--- config.mk ---
export PLATFORM = sky130hd
export DESIGN_NAME = add_m
export DESIGN_NICKNAME = d
export VERILOG_FILES = /design/src/rtl/add_m.sv
export SDC_FILE = /design/constraint.sdc
export NUM_CORES = 1
export LEC_CHECK = 0
export ABC_AREA = 0
export CORE_AREA = 2 2 341 343
export DETAILED_ROUTE_END_ITERATION = 12
export DIE_AREA = 0 0 343 345
export PLACE_DENSITY = 0.53
export SYNTH_ARGS = -nofsm -noshare
export SYNTH_HDL_FRONTEND = slang
export SYNTH_SLANG_ARGS = --single-unit
--- constraint.sdc ---
create_clock -name clk -period 73.5 [get_ports clk]
set_input_delay 7.35 -clock clk [delete_from_list [all_inputs] [get_ports clk]]
set_output_delay 7.35 -clock clk [all_outputs]
set_load 0.1 [all_outputs]
--- src/rtl/add_m.sv ---
// Sequential 3x3 matrix adder: C = A + B element-wise, one element per clock,
// with operands captured on start so the caller may change A/B while busy.
module add_m #(
    parameter int DATA_W = 32,
    parameter int N      = 9
) (
    input  logic              clk,
    input  logic              reset,
    input  logic              start,
    input  logic [DATA_W-1:0] A [0:N-1],
    input  logic [DATA_W-1:0] B [0:N-1],
    output logic [DATA_W-1:0] C [0:N-1],
    output logic              busy,
    output logic              done
);

    localparam int IDX_W = $clog2(N);

    typedef enum logic [1:0] {
        IDLE = 2'd0,
        RUN  = 2'd1,
        DONE = 2'd2
    } state_t;

    state_t            state_q, state_d;
    logic [IDX_W-1:0]  idx_q, idx_d;
    logic [DATA_W-1:0] aq_q [0:N-1];
    logic [DATA_W-1:0] bq_q [0:N-1];
    logic [DATA_W-1:0] c_q  [0:N-1];
    logic              load;
    logic              write;

    always_comb begin
        state_d = state_q;
        idx_d   = idx_q;
        load    = 1'b0;
        write   = 1'b0;
        case (state_q)
            IDLE: begin
                if (start) begin
                    load    = 1'b1;
                    idx_d   = '0;
                    state_d = RUN;
                end
            end
            RUN: begin
                write = 1'b1;
                idx_d = idx_q + 1'b1;
                if (idx_q == IDX_W'(N - 1)) begin
                    idx_d   = '0;
                    state_d = DONE;
                end
            end
            DONE: begin
                state_d = IDLE;
            end
            default: begin
                state_d = IDLE;
                idx_d   = '0;
            end
        endcase
    end

    always_ff @(posedge clk) begin
        if (reset) begin
            state_q <= IDLE;
            idx_q   <= '0;
            for (int i = 0; i < N; i++) begin
                c_q[i] <= '0;
            end
        end else begin
            state_q <= state_d;
            idx_q   <= idx_d;
            // Sum keeps only DATA_W bits: carry out is discarded (modulo 2^DATA_W).
            if (write) begin
                c_q[idx_q] <= aq_q[idx_q] + bq_q[idx_q];
            end
        end
    end

    // Operand registers need no reset: they are always loaded before use.
    always_ff @(posedge clk) begin
        if (load) begin
            for (int i = 0; i < N; i++) begin
                aq_q[i] <= A[i];
                bq_q[i] <= B[i];
            end
        end
    end

    assign C    = c_q;
    assign busy = (state_q == RUN);
    assign done = (state_q == DONE);

endmodule

; After elaboration in Yosys (flattened, before gate mapping)
; Memory sizes are Yosys's and may differ from the RTL's. A register that Yosys moved wholly into a read port is not among the register bits.
; Index checks and enable logic that the tools add are counted.
[totals]
output_inout_bits = 290
wordCells = 46
mem_count = 2
mem_bits_rw = 576
input_bits = 579
register_bits = 294
[op_classes]
magnitude_cmp = 2
n_eq_ne = 5
n_addsub = 2
n_reduce_logical = 4
n_mux = 18
bitwise_logic = 2
[memory_table]
columns = name, words, width, read_ports, rd_clocked_by_memory_dff, write_ports, line_no
row1 = aq_q, 9, 32, 1, 1, 9, 27  ; logic [DATA_W-1:0] aq_q [0:N-1];
row2 = bq_q, 9, 32, 1, 1, 9, 28  ; logic [DATA_W-1:0] bq_q [0:N-1];
[op_table]
columns = cell, n
row1 = 288-bit bitwise mux, 1
row2 = 32-bit demux with 4-bit select, 1
row3 = 32-bit adder, 1
row4 = 32-bit two-way mux, 1
row5 = 4-bit two-way mux, 6
row6 = 4-bit one-hot mux with 3 select lines, 1
row7 = 5-bit greater-or-equal comparator (second input constant), 1
row8 = 5-bit by 1-bit < comparator with 1-bit output (second input constant), 1
row9 = 1-bit two-way mux, 5
row10 = 4-bit inverter with 5-bit output, 1
row11 = 4-bit by 1-bit adder with 4-bit output (second input constant), 1
row12 = 4-bit equality test (second input constant), 1
row13 = 2-bit two-way mux, 2
row14 = 2-bit one-hot mux with 2 select lines, 1
row15 = 2-bit AND reduction, 2
row16 = 2-bit by 1-bit equality test with 1-bit output (second input constant), 1
row17 = 2-bit equality test (second input constant), 1
row18 = 2-bit logical NOT, 1
row19 = 2-bit by 1-bit != test with 1-bit output (second input constant), 1
row20 = 2-bit != test (second input constant), 1
row21 = 1-bit logical AND, 1
row22 = 1-bit inverter, 1

; Depth between registers and ports, before layout
; Gate-level depths: netlist (run 1).
[logic_depth]
ltp_word = 6
depth_mapped = 17
depth_no_buf = 13

; Worst setup path before layout (run 1)
; Ideal clock, no wire load.
[synth_path]
kind = input to register
startpoint = in start
endpoint = mem aq_q[0][0] (enable)
path_buffers = 0
cell_stages = 1
slack_ps = 22951
t_arrival_ps = 48212
required_time_ps = 71164
cell_sequence = nor3b_1
[synth_lines]
columns = element, line_no
row1 = "start, declared", 9  ; input logic start,
row2 = "end, declared", 27

==> results of run 1 <==
-- sequential cells by signal (all words and copies together), names as in the netlist, named ones only --
| register | flops |
|---|---|
| idx_q | 4 |
| C | 288 |
| bq_q | 288 |
| aq_q | 288 |
| state_q | 2 |
-- final cells by class --
| type | instances | area share, % |
|---|---|---|
| Clock buffer | 137 | 5.58 |
| Multi-Input combinational cell | 1486 | 21.9 |
| Clock inverter | 40 | 0.747 |
| Inverter | 17 | 0.134 |
| Tap cell | 1524 | 3.99 |
| Sequential cell | 874 | 48.7 |
| Antenna cell | 6 | 0.0314 |
| Timing Repair Buffer | 910 | 18.8 |
-- worst max-delay path, cell delays in order --
cell             delay, ns
clkdlybuf4s50_1       0.49
nor3b_2               0.16
buf_4                 0.81
buf_4                 0.80
buf_4                 0.71
buf_4                 0.82
buf_4                 0.93
-- power by group --
part	switching (mW)	total, mW	internal (mW)
Sequential	0.00804	0.560	0.552
Clock	0.201	0.468	0.267
Combinational	0.132	0.205	0.0724
Total	0.341	1.23	0.891
-- Yosys cell counts, types with 22 or more instances --
| cell | instances |
|---|---|
| a211oi_1 | 26 |
| a21oi_1 | 239 |
| buf_1 | 22 |
| clkbuf_1 | 128 |
| dfxtp_1 | 298 |
| edfxtp_1 | 576 |
| ha_1 | 35 |
| mux2i_1 | 66 |
| mux4_2 | 128 |
| nand2_1 | 428 |
| nand3_1 | 28 |
| nand3b_1 | 49 |
| nor2_1 | 159 |
| o21ai_0 | 103 |
-- path summary, 6_finish.rpt --
check	start	end	slack [ns]	cells past startpoint
max reg2reg	register	C[117]	67.34	13
min	C[52]	C[52]	0.45	2
min reg2reg	C[52]	C[52]	0.45	2
max	start	aq_q[4][22]	61.41	7
-- per-stage QoR --
step	instance area [um^2]	setup WS, ns	total power, mW	hold WS [ns]
after global routing	47800	61.04	1.28	0.466
after CTS	47700	61.41	1.25	0.454
after detailed placement	44700	60.67	0.779	0.446
after global placement	44700	60.66	0.777	0.442
final	47800	61.41	1.23	0.452
after floorplan	34400	22.95	0.702	0.499
-- per-layer routing --
layer	global-route usage (%)	up-vias	routed length, um
met3	5.27	155	8870
li1	-	11200	-
met1	23.6	11500	47400
met2	35.0	782	61500
met4	5.04	30	2220
met5	0	-	212
-- kinds of logic (layout without fill, tap and decap cells) --
family / Yosys count / after routing / share of synthesized area [%]
other: 0 / 6 / 0
multiplexers: 195 / 195 / 10.3
AO/OA/AOI/OAI: 482 / 482 / 8.36
adder cells (fa/ha/maj): 36 / 36 / 1.33
XOR/XNOR: 17 / 17 / 0.455
flip-flops: 874 / 874 / 67.7
buffers and inverters: 185 / 1104 / 2.09
AND/OR/NAND/NOR: 756 / 756 / 9.74
==> results.json, run 1 <==
{
  "multi_input_area_mm2": 0.0105,
  "seq_area_frac_synth_pct": 67.7,
  "synthArstFlopShare_pct": 0,
  "drtIter0Drc": 1576,
  "num-fill-cells": 10900,
  "cp_max_fo": 84,
  "syn_inst": 2545,
  "stdcell_count": 4994,
  "ctsResizeCount": 0,
  "start_util_pct": 29.9,
  "final_cell_mix": "862 x clkdlybuf4s50_1, 576 x edfxtp_1, 422 x nand2_1",
  "cts.htree.levels": 3,
  "synth_area_leaders": "edfxtp_1 50%, dfxtp_1 17%, mux4_2 8.4%, nand2_1 4.7%, a21oi_1 3.5%",
  "syn_area_mm2": 0.0344,
  "p_per_area_mw_per_mm2": 25.8,
  "cp.arrival_ns": 12.37,
  "worstSetupPathType": "input pin to register",
  "cts-buffers-inserted": 97,
  "syn_nets": 3160,
  "vias": 23700,
  "gp_congestion": 0.803,
  "grt_pass1_wl_um": 169000,
  "clockBufferDepth": 3,
  "wl_um": 120000,
  "grt_usage_pct": 19.8,
  "hold_buffers": 0,
  "drc": 0,
  "yosys_warnings": 0,
  "status": "finished, final reports clean",
  "postCtsSetupBuffers": 0,
  "die_y_um": 345,
  "clk_latency_ns": 0.68,
  "yosysTopAreaCellShare_pct": 50.3,
  "via_per_inst": 4.74,
  "syn_area_per_cell_um2": 13.5,
  "finalCritPeriodShare_pct": 16.5,
  "cts_num_sinks": 874,
  "slew_violations": 0,
  "leakage_nw": 15.7,
  "portBuffers": 868,
  "row_count": 125,
  "hold_path.class": "register to register",
  "wl_per_cell_um": 24.1,
  "final_core_util_pct": 41.5,
  "core_mm2": 0.115,
  "dp.cells": 4811,
  "rsz0062_at_grt": "false",
  "area_growth_pct": 38.9,
  "postRouteAntennaNets": 0,
  "start_kind": "input pin",
  "fmax_mhz": 82.7,
  "cts_tree": "yes",
  "timing.setup.tns_ns": 0,
  "cts_root_buffer": "clkbuf_16",
  "grt_max_degree": 144,
  "nNetsFinal": 4001,
  "final.setup_skew_ns": 0.0309,
  "dieWidth_um": 343,
  "pin_count": 869,
  "synth_edf_count": 576,
  "required_ns": 73.77,
  "drive_gt1_share_pct": 10.2,
  "synth_cell_type_count": 69,
  "finalSetupViolCount": 0,
  "yosys.area.top_type": "edfxtp_1",
  "endpoint_kind": "register",
  "worst_pin_slew_ns": 1.17,
  "grt_antenna_before_repair": 23,
  "irDropWorstVdd_v": 0.0000190,
  "slew_headroom_pct": 21.8,
  "maxCapViolations": 0,
  "clk_pin_slew_ns": 0.06,
  "hpwl_um": 88000,
  "grt_overflow": 0,
  "synth_flop_cell": "edfxtp_1",
  "design.die.area_mm2": 0.118,
  "hold_viol": 0,
  "grt_pass1_vias": 23700,
  "min_period_ns": 12.09,
  "drt-pass1-iter-count": 5,
  "synth.ff_latch_count": 874,
  "layout_commonest_cell": "clkdlybuf4s50_1",
  "seq_area_mm2": 0.0233
}
Power figures use the tool's default switching activity.
==> run 2: changes to the inputs <==
==> constraint.sdc (replaced) <==
create_clock -name clk -period 12.3 [get_ports clk]
set_input_delay 1.23 -clock clk [delete_from_list [all_inputs] [get_ports clk]]
set_output_delay 1.23 -clock clk [all_outputs]
set_load 0.1 [all_outputs]
==> run 2 against run 1 <==
Worst hold slack improved by 0.00082 ns. Clock-buffer cell count decreased by 15. Largest cell class unchanged. Utilization increased by 0.23 points. First-iteration DRC count increased by 4.5%. Design area increased by 0.56%.
==> results.json, run 2 (synthesis gave the netlist of run 1 again) <==
{
  "status": "finished, final reports clean",
  "maxCapViolations": 0,
  "pin_count": 869,
  "start_util_pct": 29.9,
  "cts.htree.levels": 3,
  "drt-pass1-iter-count": 5,
  "drive_gt1_share_pct": 10.6,
  "postRouteAntennaNets": 0,
  "grtUsageMet2_pct": 34.1,
  "worst_pin_slew_ns": 1.17,
  "leakage_nw": 15.8,
  "pre_cts_slack_ns": 5.76,
  "hold_viol": 0,
  "finalSetupViolCount": 0,
  "top_usage_layer": "met2",
  "critPathMaxStageDelay_ns": 0.78,
  "gp_congestion": 0.821,
  "required_ns": 12.78,
  "fin_hold_ws_ns": 0.453,
  "grt_overflow": 0,
  "core_mm2": 0.115,
  "cts_root_buffer": "clkbuf_16",
  "slew_headroom_pct": 21.7,
  "finalPower_mw": 7.58,
  "rsz0062_at_grt": "false",
  "finalCritPeriodShare_pct": 52.6,
  "cp_max_fo": 41,
  "path_cells": "buf_4 -> buf_4 -> mux4_2 -> mux2i_1 -> o21ai_0 -> ha_1 -> nor2b_1 -> o2111ai_1 -> a31oi_1 -> or3_4 -> o21ai_2 -> mux2i_2 -> a221oi_1",
  "p_per_area_mw_per_mm2": 158,
  "dp.cells": 4798,
  "worstSetupPathType": "register to register",
  "grt_antenna_before_repair": 29,
  "portBuffers": 868,
  "dpl_cell_area_mm2": 0.0447,
  "postCtsSetupBuffers": 0,
  "drtIter0Drc": 1647,
  "cts_num_sinks": 874,
  "cp.arrival_ns": 6.95,
  "holdPathStages": 2,
  "dieWidth_um": 343,
  "design_area_mm2": 0.0480,
  "layout_commonest_cell": "clkdlybuf4s50_1",
  "row_count": 125,
  "grt_max_degree": 158,
  "vias": 23800,
  "clk_pin_slew_ns": 0.06,
  "ctsResizeCount": 0,
  "final_cell_mix": "858 x clkdlybuf4s50_1, 576 x edfxtp_1, 422 x nand2_1",
  "min_period_ns": 6.47,
  "via_per_inst": 4.76,
  "endpoint_kind": "register",
  "hold_buffers": 0,
  "clockBufferDepth": 3,
  "fmax_mhz": 155,
  "clk_latency_ns": 0.68,
  "design.die.area_mm2": 0.118,
  "slew_violations": 0,
  "die_y_um": 345,
  "grt_pass1_vias": 23600,
  "cts-buffers-inserted": 99,
  "use_met3_pct": 5.34,
  "stdcell_count": 4997,
  "grt_pass1_wl_um": 171000,
  "start_kind": "register",
  "num-fill-cells": 10900,
  "area_growth_pct": 39.7,
  "worst_slack_ns": 5.83,
  "grt_usage_pct": 20.1,
  "timing.setup.tns_ns": 0,
  "wl_um": 122000,
  "cts_tree": "yes",
  "hpwl_um": 88900,
  "hold_path.class": "register to register",
  "nNetsFinal": 3990,
  "use_met1_pct": 24.4,
  "final.setup_skew_ns": 0.0313,
  "cp_slowest_cell": "buf_4",
  "cp_common_cell": "buf_4",
  "final_core_util_pct": 41.7,
  "wl_per_cell_um": 24.5,
  "reg2regPathDepth": 13,
  "irDropWorstVdd_v": 0.000111,
  "drc": 0
}
==> run 2: cell count changes in the layout (fill, tap and decap cells not counted), moves of 3 or more <==
cell	previous run	this run
clkdlybuf4s50_1	862	858
clkbuf_1	33	14
diode_2	6	19
clkinv_1	13	16
clkinv_2	14	18
clkbuf_16	99	102
bufinv_16	4	12
buf_4	47	36
==> run 2: final cells by class <==
| class | count | area, um^2 | share of cell area (%) |
|---|---|---|---|
| sequential | 874 | 23300 | 48.5 |
| multi-input combinational | 1486 | 10500 | 21.8 |
| timing repair buffer | 897 | 8910 | 18.6 |
| clock buffer | 122 | 2680 | 5.57 |
| tap | 1524 | 1910 | 3.97 |
| clock inverter | 58 | 644 | 1.34 |
| inverter | 17 | 63.8 | 0.133 |
| antenna | 19 | 47.5 | 0.0990 |
==> run 2: critical path, delay by kind of cell, from the launching register on <==
family,cells,cell delay [ns]
adders and majority gates,1,0.40
AOI/OAI and AO/OA,5,1.37
buffers and inverters,2,1.40
and+or+nand+nor,2,0.68
muxes,3,1.66
DFF,1,0.66
==> run 2: final timing paths <==
kind / startpoint / to / slack (ns)
setup / recovery: register / C[154] / 5.83
hold reg to reg: C[207] / C[207] / 0.45
hold / removal: C[207] / C[207] / 0.45
setup reg to reg: register / C[154] / 5.83
==> run 2: per-layer routing <==
metal  vias to the layer above  wire length (um)
met5                         -               164
met4                        26              3500
met1                     11600             49200
li1                      11100                 -
met3                       183              8620
met2                       828             60900
==> run 2: power breakdown <==
group          switching, mW  leakage [nW]  internal, mW
Combinational          0.780          6.25         0.422
Sequential            0.0493          7.92          3.30
Clock                   1.23          1.63          1.80
